`src/rtl/lsr_pkg.sv`:
```
// Shared types and helpers for the CNN layer sequencer / router.
// Holds the FSM state encoding, layer-index width and the LeNet buffer maps.
package lsr_pkg;

    localparam int LIDX_W = 4;

    localparam logic [14:0] LENET_SRC_MAP = 15'h4688;
    localparam logic [14:0] LENET_DST_MAP = 15'h38D1;

    typedef enum logic [2:0] {
        S_IDLE,
        S_LOAD,
        S_RUN,
        S_DRAIN,
        S_FIN,
        S_ERR
    } lsr_state_e;

    // Returns field idx (w bits wide) of a packed per-layer map.
    function automatic int map_field(input logic [63:0] map, input int idx, input int w);
        logic [63:0] sh;
        sh = (map >> (idx * w)) & ((64'd1 << w) - 64'd1);
        return int'(sh);
    endfunction

endpackage

```
`src/rtl/lsr_onehot_mux.sv`:
```
// N-way AND-OR bus selector; an all-zero select yields an all-zero output.
module lsr_onehot_mux #(
    parameter int N = 2,
    parameter int W = 8
) (
    input  logic [N-1:0]   sel_i,
    input  logic [N*W-1:0] data_i,
    output logic [W-1:0]   data_o
);

    always_comb begin
        data_o = '0;
        for (int i = 0; i < N; i++) begin
            data_o = data_o | (data_i[i*W +: W] & {W{sel_i[i]}});
        end
    end

endmodule

```
`src/rtl/layer_seq_router.sv`:
```
// Table-driven layer sequencer and datapath router for the systolic CNN core.
// Optional per-layer cycle counter is built when LSR_PERF_CNT_EN is defined.
//
// state   | meaning
// IDLE    | waiting for start
// LOAD    | input RAM load pulse (mem_init), one cycle
// RUN     | layer k active, waiting for layer_done
// DRAIN   | holding layer k for DRAIN_CYC cycles
// FIN     | done pulse, one cycle
// ERR     | watchdog expired, waiting for start
module layer_seq_router
    import lsr_pkg::*;
#(
    parameter int DW         = 16,
    parameter int ROWS       = 4,
    parameter int COLS       = 4,
    parameter int NUM_LAYERS = 5,
    parameter int NUM_BUFS   = 4,
    parameter int BSEL_W     = 3,
    parameter logic [NUM_LAYERS*BSEL_W-1:0] SRC_MAP = LENET_SRC_MAP,
    parameter logic [NUM_LAYERS*BSEL_W-1:0] DST_MAP = LENET_DST_MAP,
    parameter int DRAIN_CYC  = 4,
    parameter logic [19:0] TIMEOUT = 20'd0
) (
    input  logic                             clk,
    input  logic                             rst_n,
    input  logic                             start,
    output logic                             busy,
    output logic                             done,
    output logic                             err,
    output logic [LIDX_W-1:0]                layer_index,
    output logic                             mem_init,
    output logic                             layer_start,
    input  logic                             layer_done,
    input  logic                             ra_en,
    input  logic                             wr_en,
    input  logic [(NUM_BUFS+1)*ROWS*DW-1:0]  src_data_i,
    input  logic [NUM_LAYERS*COLS*DW-1:0]    w_data_i,
    input  logic [NUM_LAYERS*COLS*DW-1:0]    b_data_i,
    output logic [ROWS*DW-1:0]               din_inf,
    output logic [COLS*DW-1:0]               din_weight,
    output logic [COLS*DW-1:0]               din_bias,
    output logic [NUM_BUFS:0]                buf_rd_en,
    output logic [NUM_BUFS-1:0]              buf_wr_en,
    output logic [NUM_LAYERS-1:0]            layer_en,
    output logic [NUM_LAYERS-1:0]            rom_rd_en
`ifdef LSR_PERF_CNT_EN
    ,
    output logic [31:0]                      layer_cycles,
    output logic                             layer_cycles_vld
`endif
);

    localparam logic [LIDX_W-1:0] LAST_K     = LIDX_W'(NUM_LAYERS - 1);
    localparam logic [15:0]       DRAIN_LOAD = (DRAIN_CYC > 0) ? 16'(DRAIN_CYC - 1) : 16'd0;
    localparam logic [19:0]       WD_LOAD    = TIMEOUT - 20'd1;

    lsr_state_e        state_q, state_d;
    logic [LIDX_W-1:0] k_q, k_d;
    logic [15:0]       drain_q, drain_d;
    logic [19:0]       wd_q, wd_d;
    logic              ls_q, ls_d;
    logic              layer_exit;

    always_ff @(posedge clk) begin
        if (!rst_n) begin
            state_q <= S_IDLE;
            k_q     <= '0;
            drain_q <= '0;
            wd_q    <= '0;
            ls_q    <= 1'b0;
        end else begin
            state_q <= state_d;
            k_q     <= k_d;
            drain_q <= drain_d;
            wd_q    <= wd_d;
            ls_q    <= ls_d;
        end
    end

    always_comb begin
        state_d    = state_q;
        k_d        = k_q;
        drain_d    = drain_q;
        wd_d       = wd_q;
        ls_d       = 1'b0;
        layer_exit = 1'b0;
        case (state_q)
            S_IDLE, S_ERR: begin
                if (start) state_d = S_LOAD;
            end
            S_LOAD: begin
                state_d = S_RUN;
                k_d     = '0;
                ls_d    = 1'b1;
                wd_d    = WD_LOAD;
            end
            S_RUN: begin
                // layer_done takes priority over a coincident watchdog expiry
                if (layer_done) begin
                    if (DRAIN_CYC == 0) begin
                        layer_exit = 1'b1;
                    end else begin
                        state_d = S_DRAIN;
                        drain_d = DRAIN_LOAD;
                    end
                end else if (TIMEOUT != 20'd0 && wd_q == 20'd0) begin
                    state_d = S_ERR;
                end else begin
                    wd_d = wd_q - 20'd1;
                end
            end
            S_DRAIN: begin
                if (drain_q == 16'd0) layer_exit = 1'b1;
                else                  drain_d = drain_q - 16'd1;
            end
            S_FIN:   state_d = S_IDLE;
            default: state_d = S_IDLE;
        endcase
        if (layer_exit) begin
            if (k_q == LAST_K) begin
                state_d = S_FIN;
            end else begin
                state_d = S_RUN;
                k_d     = k_q + 1'b1;
                ls_d    = 1'b1;
                wd_d    = WD_LOAD;
            end
        end
    end

    logic                  active;
    int                    src_idx, dst_idx;
    logic [NUM_BUFS:0]     src_oh;
    logic [NUM_BUFS-1:0]   dst_oh;
    logic [NUM_LAYERS-1:0] layer_oh;

    assign active = (state_q == S_RUN) || (state_q == S_DRAIN);

    // Out-of-range map fields fall back to input RAM / no write.
    always_comb begin
        src_idx = map_field(64'(SRC_MAP), int'(k_q), BSEL_W);
        dst_idx = map_field(64'(DST_MAP), int'(k_q), BSEL_W);
        if (src_idx > NUM_BUFS) src_idx = 0;
        if (dst_idx > NUM_BUFS) dst_idx = 0;
        for (int i = 0; i <= NUM_BUFS; i++) src_oh[i] = active && (src_idx == i);
        for (int i = 0; i < NUM_BUFS; i++)  dst_oh[i] = active && (dst_idx == i + 1);
        for (int i = 0; i < NUM_LAYERS; i++) layer_oh[i] = active && (int'(k_q) == i);
    end

    assign busy        = (state_q == S_LOAD) || active;
    assign done        = (state_q == S_FIN);
    assign err         = (state_q == S_ERR);
    assign mem_init    = (state_q == S_LOAD);
    assign layer_start = ls_q;
    assign layer_index = active ? k_q + 1'b1 : '0;
    assign buf_rd_en   = src_oh & {(NUM_BUFS+1){ra_en}};
    assign buf_wr_en   = dst_oh & {NUM_BUFS{wr_en}};
    assign layer_en    = layer_oh;
    assign rom_rd_en   = layer_oh & {NUM_LAYERS{ra_en}};

    lsr_onehot_mux #(.N(NUM_BUFS+1), .W(ROWS*DW)) u_mux_inf (
        .sel_i (src_oh),
        .data_i(src_data_i),
        .data_o(din_inf)
    );

    lsr_onehot_mux #(.N(NUM_LAYERS), .W(COLS*DW)) u_mux_weight (
        .sel_i (layer_oh),
        .data_i(w_data_i),
        .data_o(din_weight)
    );

    lsr_onehot_mux #(.N(NUM_LAYERS), .W(COLS*DW)) u_mux_bias (
        .sel_i (layer_oh),
        .data_i(b_data_i),
        .data_o(din_bias)
    );

`ifdef LSR_PERF_CNT_EN
    logic [31:0] pc_q, pc_lat_q;
    logic        pc_vld_q;

    // Count includes both the layer_start cycle and the layer_done cycle.
    always_ff @(posedge clk) begin
        if (!rst_n) begin
            pc_q     <= '0;
            pc_lat_q <= '0;
            pc_vld_q <= 1'b0;
        end else begin
            pc_vld_q <= 1'b0;
            if (ls_d)                    pc_q <= '0;
            else if (state_q == S_RUN)   pc_q <= pc_q + 32'd1;
            if (state_q == S_RUN && layer_done) begin
                pc_lat_q <= pc_q + 32'd1;
                pc_vld_q <= 1'b1;
            end
        end
    end

    assign layer_cycles     = pc_lat_q;
    assign layer_cycles_vld = pc_vld_q;
`endif

endmodule
```
`config.mk`:
```
export PLATFORM = sky130hd
export DESIGN_NAME = layer_seq_router
export DESIGN_NICKNAME = d
export VERILOG_FILES = /design/src/rtl/lsr_pkg.sv /design/src/rtl/lsr_onehot_mux.sv /design/src/rtl/layer_seq_router.sv
export SDC_FILE = /design/constraint.sdc
export NUM_CORES = 1
export LEC_CHECK = 0
export ABC_AREA = 1
export CAP_MARGIN = 20
export CELL_PAD_IN_SITES_DETAIL_PLACEMENT = 1
export CELL_PAD_IN_SITES_GLOBAL_PLACEMENT = 2
export CORE_AREA = 8 8 452 454
export DETAILED_ROUTE_END_ITERATION = 12
export DIE_AREA = 0 0 460 462
export PLACE_DENSITY = 0.45
export SKIP_CTS_REPAIR_TIMING = 1
export SYNTH_ARGS = -nofsm -noshare
export SYNTH_HDL_FRONTEND = slang
export SYNTH_HIERARCHICAL = 1
export SYNTH_SLANG_ARGS = --single-unit
```
`constraint.sdc`:
```
create_clock -name clk -period 2.8 [get_ports clk]
set_input_delay 0.56 -clock clk [delete_from_list [all_inputs] [get_ports clk]]
set_output_delay 0.56 -clock clk [all_outputs]
set_load 0.05 [all_outputs]
```
# After elaboration in Yosys (flattened, before gate mapping)
# Cells that the tools add are included.
[op_classes] n_addsub=2 n_eq_ne=23 n_mux=19 magnitude_cmp=2 shifts=2 div_mod_pow=0 reduce_logical=24 mul=1 bitwise=30
[ops] operator="$and 64x64->64" count=15
[ops] operator="$or 64x64->64" count=12
[ops] operator="$eq 32x3->1 const B" count=4
[ops] operator="$eq 32x2->1 const B" count=2
[ops] operator="$eq 32x4->1 const B" count=2
[ops] operator="$logic_not 32->1" count=1
[ops] operator="$mux 16" count=2
[ops] operator="$pmux 16 s2" count=1
[ops] operator="$shr 15x32->3 const A" count=1
[ops] operator="$mux 3" count=6
[ops] operator="$logic_not 16->1" count=1
[ops] operator="$mux 4" count=4
[ops] operator="$sub 16x1->16 const B" count=1
[ops] operator="$logic_and 1x1->1" count=14
[ops] operator="$shr 14x6->3 const A" count=1
[ops] operator="$eq 4x3->1 const B" count=3
[ops] operator="$pmux 3 s4" count=1
[ops] operator="$and 5x5->5" count=2
[ops] operator="$eq 3x2->1 const B" count=2
[ops] operator="$eq 3x3->1 const B" count=2
[ops] operator="$gt 3x3->1 const B" count=2
[ops] operator="$mul 4x2->6 const B" count=1
[ops] operator="$ne 2x2->1 const B" count=3
[ops] operator="$ne 3x3->1 const B" count=2
[ops] operator="12 further kinds" count=18
[word_totals] out_inout_bits=220 wordCells=107 mem_bits_rw=0 latchBits=0 mem_count=0 rom_bits=0 register_bits=24 in_bits=966

# Logic depth before layout (Yosys ltp)
# Gate-level depths: netlist of run 1.
[depth] word_depth=11 mapped_depth=13 depth_no_buf=11

# By module
# Netlist of run 1, hierarchy kept.
[by_module_without_submodules] mod="lsr_onehot_mux" seq_area_each_um2=0.0 cells_per_inst=739 n_inst=3 area_each_um2=3148.0
[by_module_without_submodules] mod="layer_seq_router" seq_area_each_um2=480.5 cells_per_inst=311 n_inst=1 area_each_um2=1820.5

# Worst setup path after synthesis of run 1
# OpenSTA, ideal clock, no wires.
[synth_timing] kind="reg2out" start="register state_q[1]" end="output din_bias[13]" slack_ns=-0.740 n_path_buf=3 path_stages_with_launch=12 required_ns=2.240 arrival_ns=2.980 path_cell_list="dfxtp_1 -> inv_2 -> nor2_4 -> inv_2 -> buf_1 -> nor3_1 -> buf_6 -> buf_12 -> nand2_2 -> nand2_1 -> nor2_1 -> nand2_1"
[synth_between] elab_chain_len=8 elab_cells_between_ends=17 classes_between="eq/ne: 2; bitwise: 9; reduce/logical: 6"
[synth_lines] item="start: declaration" line_no="layer_seq_router.sv:58" rtl="lsr_state_e state_q, state_d;"
[synth_lines] item="start signal: assignment" line_no="layer_seq_router.sv:73" rtl="state_q <= state_d;"
[synth_lines] item="$eq 3x2->1" line_no="layer_seq_router.sv:138" rtl="assign active = (state_q == S_RUN) || (state_q == S_DRAIN);"
[synth_lines] item="$logic_or 1x1->1 *" line_no="layer_seq_router.sv:138"
[synth_lines] item="$logic_and 1x1->1 *" line_no="layer_seq_router.sv:148" rtl="for (int i = 0; i < NUM_LAYERS; i++) layer_oh[i] = active && (int'(k_q) == i);"
[synth_lines] item="net layer_en[1]" line_no="layer_seq_router.sv:45" rtl="output logic [NUM_LAYERS-1:0] layer_en,"
[synth_lines] item="$and 64x64->64 *" line_no="lsr_onehot_mux.sv:14" rtl="data_o = data_o | (data_i[i*W +: W] & {W{sel_i[i]}});"
[synth_lines] item="$or 64x64->64 * (4 in series)" line_no="lsr_onehot_mux.sv:14"
[synth_lines] item="end: declaration" line_no="layer_seq_router.sv:42" rtl="output logic [COLS*DW-1:0] din_bias,"
# Mark *: on every way through the listed nets, which the timed path passes. The rest lies on a longest branch.

# Worst setup path after layout of run 1
[layout_timing] start="register k_q[2]" end="output din_weight[6]"
[layout_between] elab_chain_len=7 elab_cells_between_ends=19 classes_between="eq/ne: 4; bitwise: 9; reduce/logical: 6"
[layout_lines] item="start: declaration" line_no="layer_seq_router.sv:59" rtl="logic [LIDX_W-1:0] k_q, k_d;"
[layout_lines] item="start signal: assignment" line_no="layer_seq_router.sv:74" rtl="k_q <= k_d;"
[layout_lines] item="$eq 4x2->1 or $logic_not 4->1 (tied branches)" line_no="layer_seq_router.sv:148"
[layout_lines] item="$logic_and 1x1->1" line_no="layer_seq_router.sv:148"
[layout_lines] item="$and 64x64->64" line_no="lsr_onehot_mux.sv:14"
[layout_lines] item="$or 64x64->64 (3 in series)" line_no="lsr_onehot_mux.sv:14"
[layout_lines] item="$or 64x64->64 *" line_no="lsr_onehot_mux.sv:14"
[layout_lines] item="end: declaration" line_no="layer_seq_router.sv:41" rtl="output logic [COLS*DW-1:0] din_weight,"
# Every way passes the cells marked *; elsewhere a longest branch is shown, timed or not.

==> results.py, run 1 <==
metrics = {
    "sta": {
        "slew_violations": 0,
        "hold_viol": 0,
        "finalCritPeriodShare": 1.03,
        "fin_crit_ns": 2.87,
        "rsz0062_at_grt": "yes",
        "worst_pin_slew_ns": 0.636,
        "max_slew_margin": 0.575,
        "fin_ws_ns": -0.0714,
        "fmaxAchievable_mhz": 348,
        "finClkSkew_ns": 0.00326,
        "tns_ns": -2.16,
        "setup_violations": 86,
    },
    "global_route": {
        "grt_use_total": 0.125,
        "grt_pass1_wl_microns": 183000,
        "grt_antenna_before_repair": 100,
        "overflow": 0,
        "grt_pass1_vias": 20200,
        "grt_max_degree": 39,
    },
    "hold_path": {
        "worstHoldPathType": "reg -> reg",
        "min_to": "drain_q[3]$_SDFFE_PN0P_",
        "worstHoldPathCells": 2,
        "hp-start": "drain_q[3]$_SDFFE_PN0P_",
    },
    "synth": {
        "syn_nets": 3501,
        "synth_warnings": 6,
        "yosysUniqueCellTypes": 28,
        "yosys.area.top_type": "nand2_1",
        "yosys.area.top_type_share": 0.488,
        "synth_cells": 2528,
        "syn_avg_cell_area_sq_um": 4.46,
        "yosysSeqAreaShare": 0.0427,
        "synth.ff_latch_count": 24,
        "ys_top_cells_by_area": "nand2_1, inv_1, nor2_1",
        "netlist_area_sq_um": 11300,
    },
    "detailed_routing": {
        "drt_iter0_drc": 915,
        "ant_nets": 0,
        "viasPerCell": 3.05,
        "drt_wl_total_microns": 157000,
        "vias": 20000,
        "drt_first_pass_iters": 5,
        "drcViolationCount": 0,
        "wire_per_inst_microns": 24.0,
    },
    "floorplan": {
        "initial_core_util": 0.0573,
        "core_sq_um": 197000,
        "io_pins": 1186,
        "dieWidth_microns": 460,
        "rows": 163,
        "fp.dieH_microns": 462,
        "die_area_sq_um": 213000,
    },
    "pwr": {
        "power_density_nw_per_um2": 502,
        "p_leak_nw": 15.9,
        "peakVddDrop_v": 0.000280,
    },
    "critical_path": {
        "crit_buf_inv": 7,
        "crit_slowest_cell": "dfxtp_2",
        "startpoint_type": "flip-flop",
        "cp_top_family": "buffers and inverters",
        "max_stage_delay_ns": 0.34,
        "rr_startpoint": "drain_q[0]$_SDFFE_PN0P_",
        "reg2reg_depth": 10,
        "critPathMaxFanout": 7,
        "path_class": "reg -> out",
        "cp.required_ns": 2.24,
        "end_kind": "primary output",
        "path_cells": "inv_4, nand2_4, buf_12, nor3_4, buf_12, clkbuf_16, nand2_2, nand2_2, nor2_1, buf_4, nand2_2, buf_6, buf_12",
        "critPathArrivalTime_ns": 2.31,
        "rrSetupSlack_ns": 0.91,
        "reg2reg_to": "drain_q[2]$_SDFFE_PN0P_",
    },
    "place": {
        "numPortBuffers": 1185,
        "place_congestion": 0.856,
        "post-place-cells": 6380,
        "hpwlAfterDp_microns": 131000,
    },
    "clocking": {
        "h-tree-depth": 1,
        "worstSkewPairLatency_ns": 0.27,
        "tritoncts": "built",
        "ctsLongestPathBuffers": 2,
        "path_clk_slew_ns": 0.07,
        "root_buffer": "clkbuf_16",
        "cts_buffers": 3,
        "clkSinkCount": 24,
    },
    "job": {
        "cap_violations": 0,
    },
    "status": {
        "outcome": "finished with violations",
        "violations": "negative setup slack",
    },
    "layout": {
        "nFillCells": 23800,
        "layout.nets": 4851,
        "fin_cells": 6543,
        "final_layout_size_suffix_gt1_frac": 0.304,
        "area_growth_pct": 195,
    },
}
==> cell type report <==
type                       instances  area (sq um)  area share
inverter                         429          1630      0.0491
clock inverter                     1          30.0    0.000903
antenna                           26          65.1     0.00196
multi-input combinational       1960          9710       0.292
sequential                        24           487      0.0146
tap                             2640          3300      0.0994
timing repair buffer            1460         17900       0.540
clock buffer                       3          75.1     0.00226
==> power breakdown <==
part	internal (mW)	switching, mW
Clock	0.285	0.149
Sequential	0.448	0.0782
Combinational	6.85	8.89
==> worst max-delay path by stage <==
stage                                to  slack [ns]              start  cells after the start
after floorplan            rom_rd_en[2]        -0.1              ra_en                      2
after global placement     buf_wr_en[0]       -0.21              wr_en                      8
after detailed placement   buf_wr_en[0]       -0.21              wr_en                      8
after CTS                  din_bias[22]       -0.31  k_q[0]$_SDFF_PN0_                     13
after global routing      din_weight[5]       -0.20  k_q[1]$_SDFF_PN0_                     14
final                     din_weight[6]       -0.07  k_q[2]$_SDFF_PN0_                     13
==> sequential cells by signal, indices dropped and copies added, names as in the netlist <==
name         flops
drain_q         16
state_q          3
layer_start      1
k_q              4
==> worst register-to-register path, stage by stage, from the launching register on <==
cell and delay, ns:
dfxtp_1 0.36, inv_1 0.11, ha_1 0.25, inv_1 0.07
nor2_1 0.04, nand2_1 0.06, nor2_1 0.05, nand2_2 0.29
nand2_1 0.25, nor3b_1 0.24, nor2_1 0.06
==> synth_stat cells <==
master and n:
nor2_4 1, nor3_1 13, nand4_1 3, nand3_2 3, buf_8 3, buf_2 17
nor3b_1 2, buf_6 50, nor4_1 9, buf_12 15, clkinv_1 1, inv_2 12
nand2_1 1464, buf_1 2, dfxtp_1 24, a21oi_1 12, nand3b_1 2, ha_1 7
nor2_1 257, inv_1 416, buf_4 26, clkbuf_1 2, nand3_1 26, nor3_4 1
xor2_1 1, o21ai_0 7, a21oi_4 1, nand2_2 151
==> metrics by stage <==
stage	cell area, sq um	total power [mW]	setup WS [ns]	utilization	hold slack [ns]
floorplan	11600	7.13	-0.0976	-	0.471
global placement	29300	15.1	-0.214	0.149	0.499
detailed placement	29300	15.1	-0.212	0.149	0.489
CTS	29400	15.6	-0.310	0.149	0.502
global route	33200	17.8	-0.203	0.169	0.542
finish	33200	16.7	-0.0714	0.169	0.507
==> cells by family after synthesis <==
logic type,count (synthesis),synth area share
flops,24,0.0427
fa+ha+maj,7,0.00777
buf+inv,544,0.250
xor+xnor,1,0.000778
compound gates,20,0.00989
simple gates,1932,0.689
==> placed cells by master, fill, tap and decap left out, types with 2 or more instances in the layout <==
cell | netlist | layout
nand3b_1 | 2 | 2
buf_8 | 3 | 22
inv_4 | 0 | 5
a21oi_1 | 12 | 11
clkdlybuf4s50_1 | 0 | 966
inv_2 | 12 | 73
nand2_4 | 0 | 89
nor4_1 | 9 | 6
nand2_1 | 1464 | 1099
buf_12 | 15 | 277
nor3_1 | 13 | 5
clkbuf_16 | 0 | 39
buf_6 | 50 | 49
buf_4 | 26 | 104
nand3_1 | 26 | 26
o21ai_0 | 7 | 5
nand4_1 | 3 | 3
inv_1 | 416 | 348
buf_16 | 0 | 6
nand2_2 | 151 | 426
nor2_2 | 0 | 45
nor3_4 | 1 | 9
dfxtp_2 | 0 | 5
nor2_4 | 1 | 11
nand3_2 | 3 | 3
dfxtp_1 | 24 | 19
nor2_1 | 257 | 202
diode_2 | 0 | 26
ha_1 | 7 | 3
ha_4 | 0 | 4
nor4_2 | 0 | 2
==> routing by layer <==
layer  vias up  part of all wire  global-route usage  wire length, microns
met1      8953              0.40               0.147                 63100
li1       9917                 -                   -                     -
met2       854              0.49               0.218                 77300
met3       178             0.087              0.0472                 13700
met5         -            0.0021                   0                   335
met4        54             0.016              0.0236                  2490
Note: power is estimated with default switching activity, not from simulation.
==> run 2, diff against run 1 <==
Clock period 2.8 ns to 3.1 ns, I/O delays scaled along.
==> run 2 against run 1 <==
The run now ends clean; combinational power is 15% lower; global-route usage is 0.20 points higher; core utilization is 1.5 points lower; worst hold slack about the same; non-clock buffer count is 111 lower; routed wire length shrank 0.10%; flip-flop and latch count unchanged; critical path type unchanged; critical endpoint is now din_bias[46].
==> results.py, run 2 (synthesis gave the netlist of run 1 again) <==
metrics = {
    "critical_path": {
        "startpoint_type": "flip-flop",
        "rrSetupSlack_ns": 1.15,
        "rr_startpoint": "drain_q[1]$_SDFFE_PN0P_",
        "max_stage_delay_ns": 0.34,
        "crit_buf_inv": 7,
        "reg2reg_to": "drain_q[0]$_SDFFE_PN0P_",
        "critPathMaxFanout": 11,
        "path_cells": "buf_6, ha_2, inv_1, nor3_4, buf_12, buf_16, clkbuf_16, nand2_1, inv_1, nor2_1, nand2_1, buf_12",
        "reg2reg_depth": 11,
        "crit_slowest_cell": "dfxtp_2",
        "endpoint": "din_bias[46]",
        "crit_path_start": "k_q[1]$_SDFF_PN0_",
        "cp_top_family": "buffers and inverters",
        "end_kind": "primary output",
        "cp.depth": 12,
        "path_class": "reg -> out",
        "critPathArrivalTime_ns": 2.43,
        "cp.required_ns": 2.48,
    },
    "global_route": {
        "use_met1": 0.147,
        "overflow": 0,
        "grt_max_degree": 49,
        "grt_use_met2": 0.225,
        "grt_pass1_vias": 20300,
        "top_usage_layer": "met2",
        "met3_usage": 0.0502,
        "grt_use_total": 0.127,
        "grt_antenna_before_repair": 120,
        "grt_pass1_wl_microns": 186000,
    },
    "layout": {
        "top_regs": "drain_q (16), k_q (4), state_q (3)",
        "fin_cells": 6441,
        "fin_util": 0.154,
        "layout_commonest_cell": "nand2_1",
        "fin_area_sq_um": 30200,
        "largest_register_ffs": 16,
        "layout.nets": 4740,
        "area_growth_pct": 168,
        "regMostFlops": "drain_q",
        "final_layout_size_suffix_gt1_frac": 0.167,
        "final_cell_mix": "nand2_1, clkdlybuf4s50_1, inv_1",
    },
    "sta": {
        "finClkSkew_ns": 0.0239,
        "setup_violations": 0,
        "finalCritPeriodShare": 0.983,
        "fin_crit_ns": 3.05,
        "hold_viol": 0,
        "slew_violations": 0,
        "max_slew_margin": 0.632,
        "worst_pin_slew_ns": 0.550,
        "fmaxAchievable_mhz": 328,
        "rsz0062_at_grt": "yes",
        "tns_ns": 0,
    },
    "job": {
        "cap_violations": 0,
    },
    "detailed_routing": {
        "drt_wl_total_microns": 157000,
        "viasPerCell": 3.04,
        "vias": 19600,
        "wire_per_inst_microns": 24.3,
        "drt_first_pass_iters": 5,
        "drt_iter0_drc": 913,
        "drcViolationCount": 0,
        "ant_nets": 0,
    },
    "pwr": {
        "pwr-share-seq": 0.033,
        "switching_share": 0.552,
        "pwr-share-comb": 0.937,
        "p_clk_frac": 0.030,
        "intPower_mw": 6.41,
        "peakVddDrop_v": 0.000269,
        "power_density_nw_per_um2": 474,
        "p_leak_nw": 14.8,
        "p_sw_mw": 7.91,
    },
    "place": {
        "hpwlAfterDp_microns": 131000,
        "numPortBuffers": 1185,
        "postPlaceCellArea_sq_um": 28700,
        "place_congestion": 0.848,
        "post-place-cells": 6341,
    },
    "hold_path": {
        "worstHoldPathType": "reg -> reg",
    },
    "clocking": {
        "cts_buffers": 3,
        "clkSinkCount": 24,
        "tritoncts": "built",
        "worstSkewPairLatency_ns": 0.29,
        "path_clk_slew_ns": 0.10,
        "ctsLongestPathBuffers": 2,
        "root_buffer": "clkbuf_16",
        "h-tree-depth": 1,
    },
    "floorplan": {
        "dieWidth_microns": 460,
        "die_area_sq_um": 213000,
        "fp.dieH_microns": 462,
        "initial_core_util": 0.0573,
        "io_pins": 1186,
        "core_sq_um": 197000,
        "rows": 163,
    },
    "status": {
        "outcome": "finished, final reports clean",
    },
}
-- run 2: cell types whose count changed in the layout (fill, tap and decap cells not counted), sizes merged --
cell,delta
buf,-100
clkbuf,-11
diode,+9
clkinvlp,-1
inv,+1
-- run 2: power by group through the flow --
stage / clock network, mW / registers, mW / logic, mW
6_report: 0.425 / 0.470 / 13.4
2_1_floorplan: 0 / 0.463 / 5.80
3_5_place_dp: 0 / 0.478 / 13.0
5_1_grt: 0.466 / 0.487 / 14.3
3_3_place_gp: 0 / 0.475 / 13.0
4_1_cts: 0.460 / 0.472 / 13.0
-- run 2: worst min-delay path by stage --
stage                                 start                 endpoint  slack (ns)  depth (start not counted)
finish                    k_q[2]$_SDFF_PN0_        k_q[2]$_SDFF_PN0_        0.51                          2
global route        drain_q[4]$_SDFFE_PN0P_  drain_q[4]$_SDFFE_PN0P_        0.53                          2
CTS                 drain_q[3]$_SDFFE_PN0P_  drain_q[3]$_SDFFE_PN0P_        0.51                          2
detailed placement  drain_q[4]$_SDFFE_PN0P_  drain_q[4]$_SDFFE_PN0P_        0.50                          2
global placement    drain_q[3]$_SDFFE_PN0P_  drain_q[3]$_SDFFE_PN0P_        0.50                          2
floorplan           drain_q[3]$_SDFFE_PN0P_  drain_q[3]$_SDFFE_PN0P_        0.47                          2
-- run 2: worst register-to-register path, delay by kind of cell (launching register included) --
kind	cells	cell delay, ns
flip-flops	1	0.30
AND/OR/NAND/NOR	8	1.12
adder cells (fa/ha/maj)	1	0.21
buffers and inverters	2	0.21
-- run 2: through the flow --
stage / hold WS [ns] / worst slack, ns / total power [mW]
after global routing: 0.533 / -0.0503 / 15.2
final: 0.507 / 0.0534 / 14.3
after floorplan: 0.471 / -0.0528 / 6.26
after CTS: 0.513 / -0.309 / 14.0
after detailed placement: 0.496 / 0.0621 / 13.5
after global placement: 0.498 / 0.0822 / 13.5
-- run 2: cell type report --
class                           instances  area, sq um
Clock buffer                            3         75.1
Multi-Input combinational cell       1960         8270
Timing Repair Buffer                 1349        16300
Clock inverter                          1         30.0
Fill cell                           24100       166000
Antenna cell                           35         87.6
Sequential cell                        24          485
Tap cell                             2640         3300
Inverter                              429         1610
-- run 2: per-layer routing --
metal | wire (microns) | part of all wire | up-vias
li1 | - | - | 9674
met3 | 14500 | 0.093 | 171
met2 | 77500 | 0.49 | 891
met4 | 2100 | 0.013 | 60
met5 | 363 | 0.0023 | -
met1 | 62200 | 0.40 | 8764
==> run 3, diff against run 2 <==
Settings changed: HOLD_SLACK_MARGIN set to 0.06.
==> results of run 3 <==
The final DEF is identical to that of run 2; final timing and power are the same.
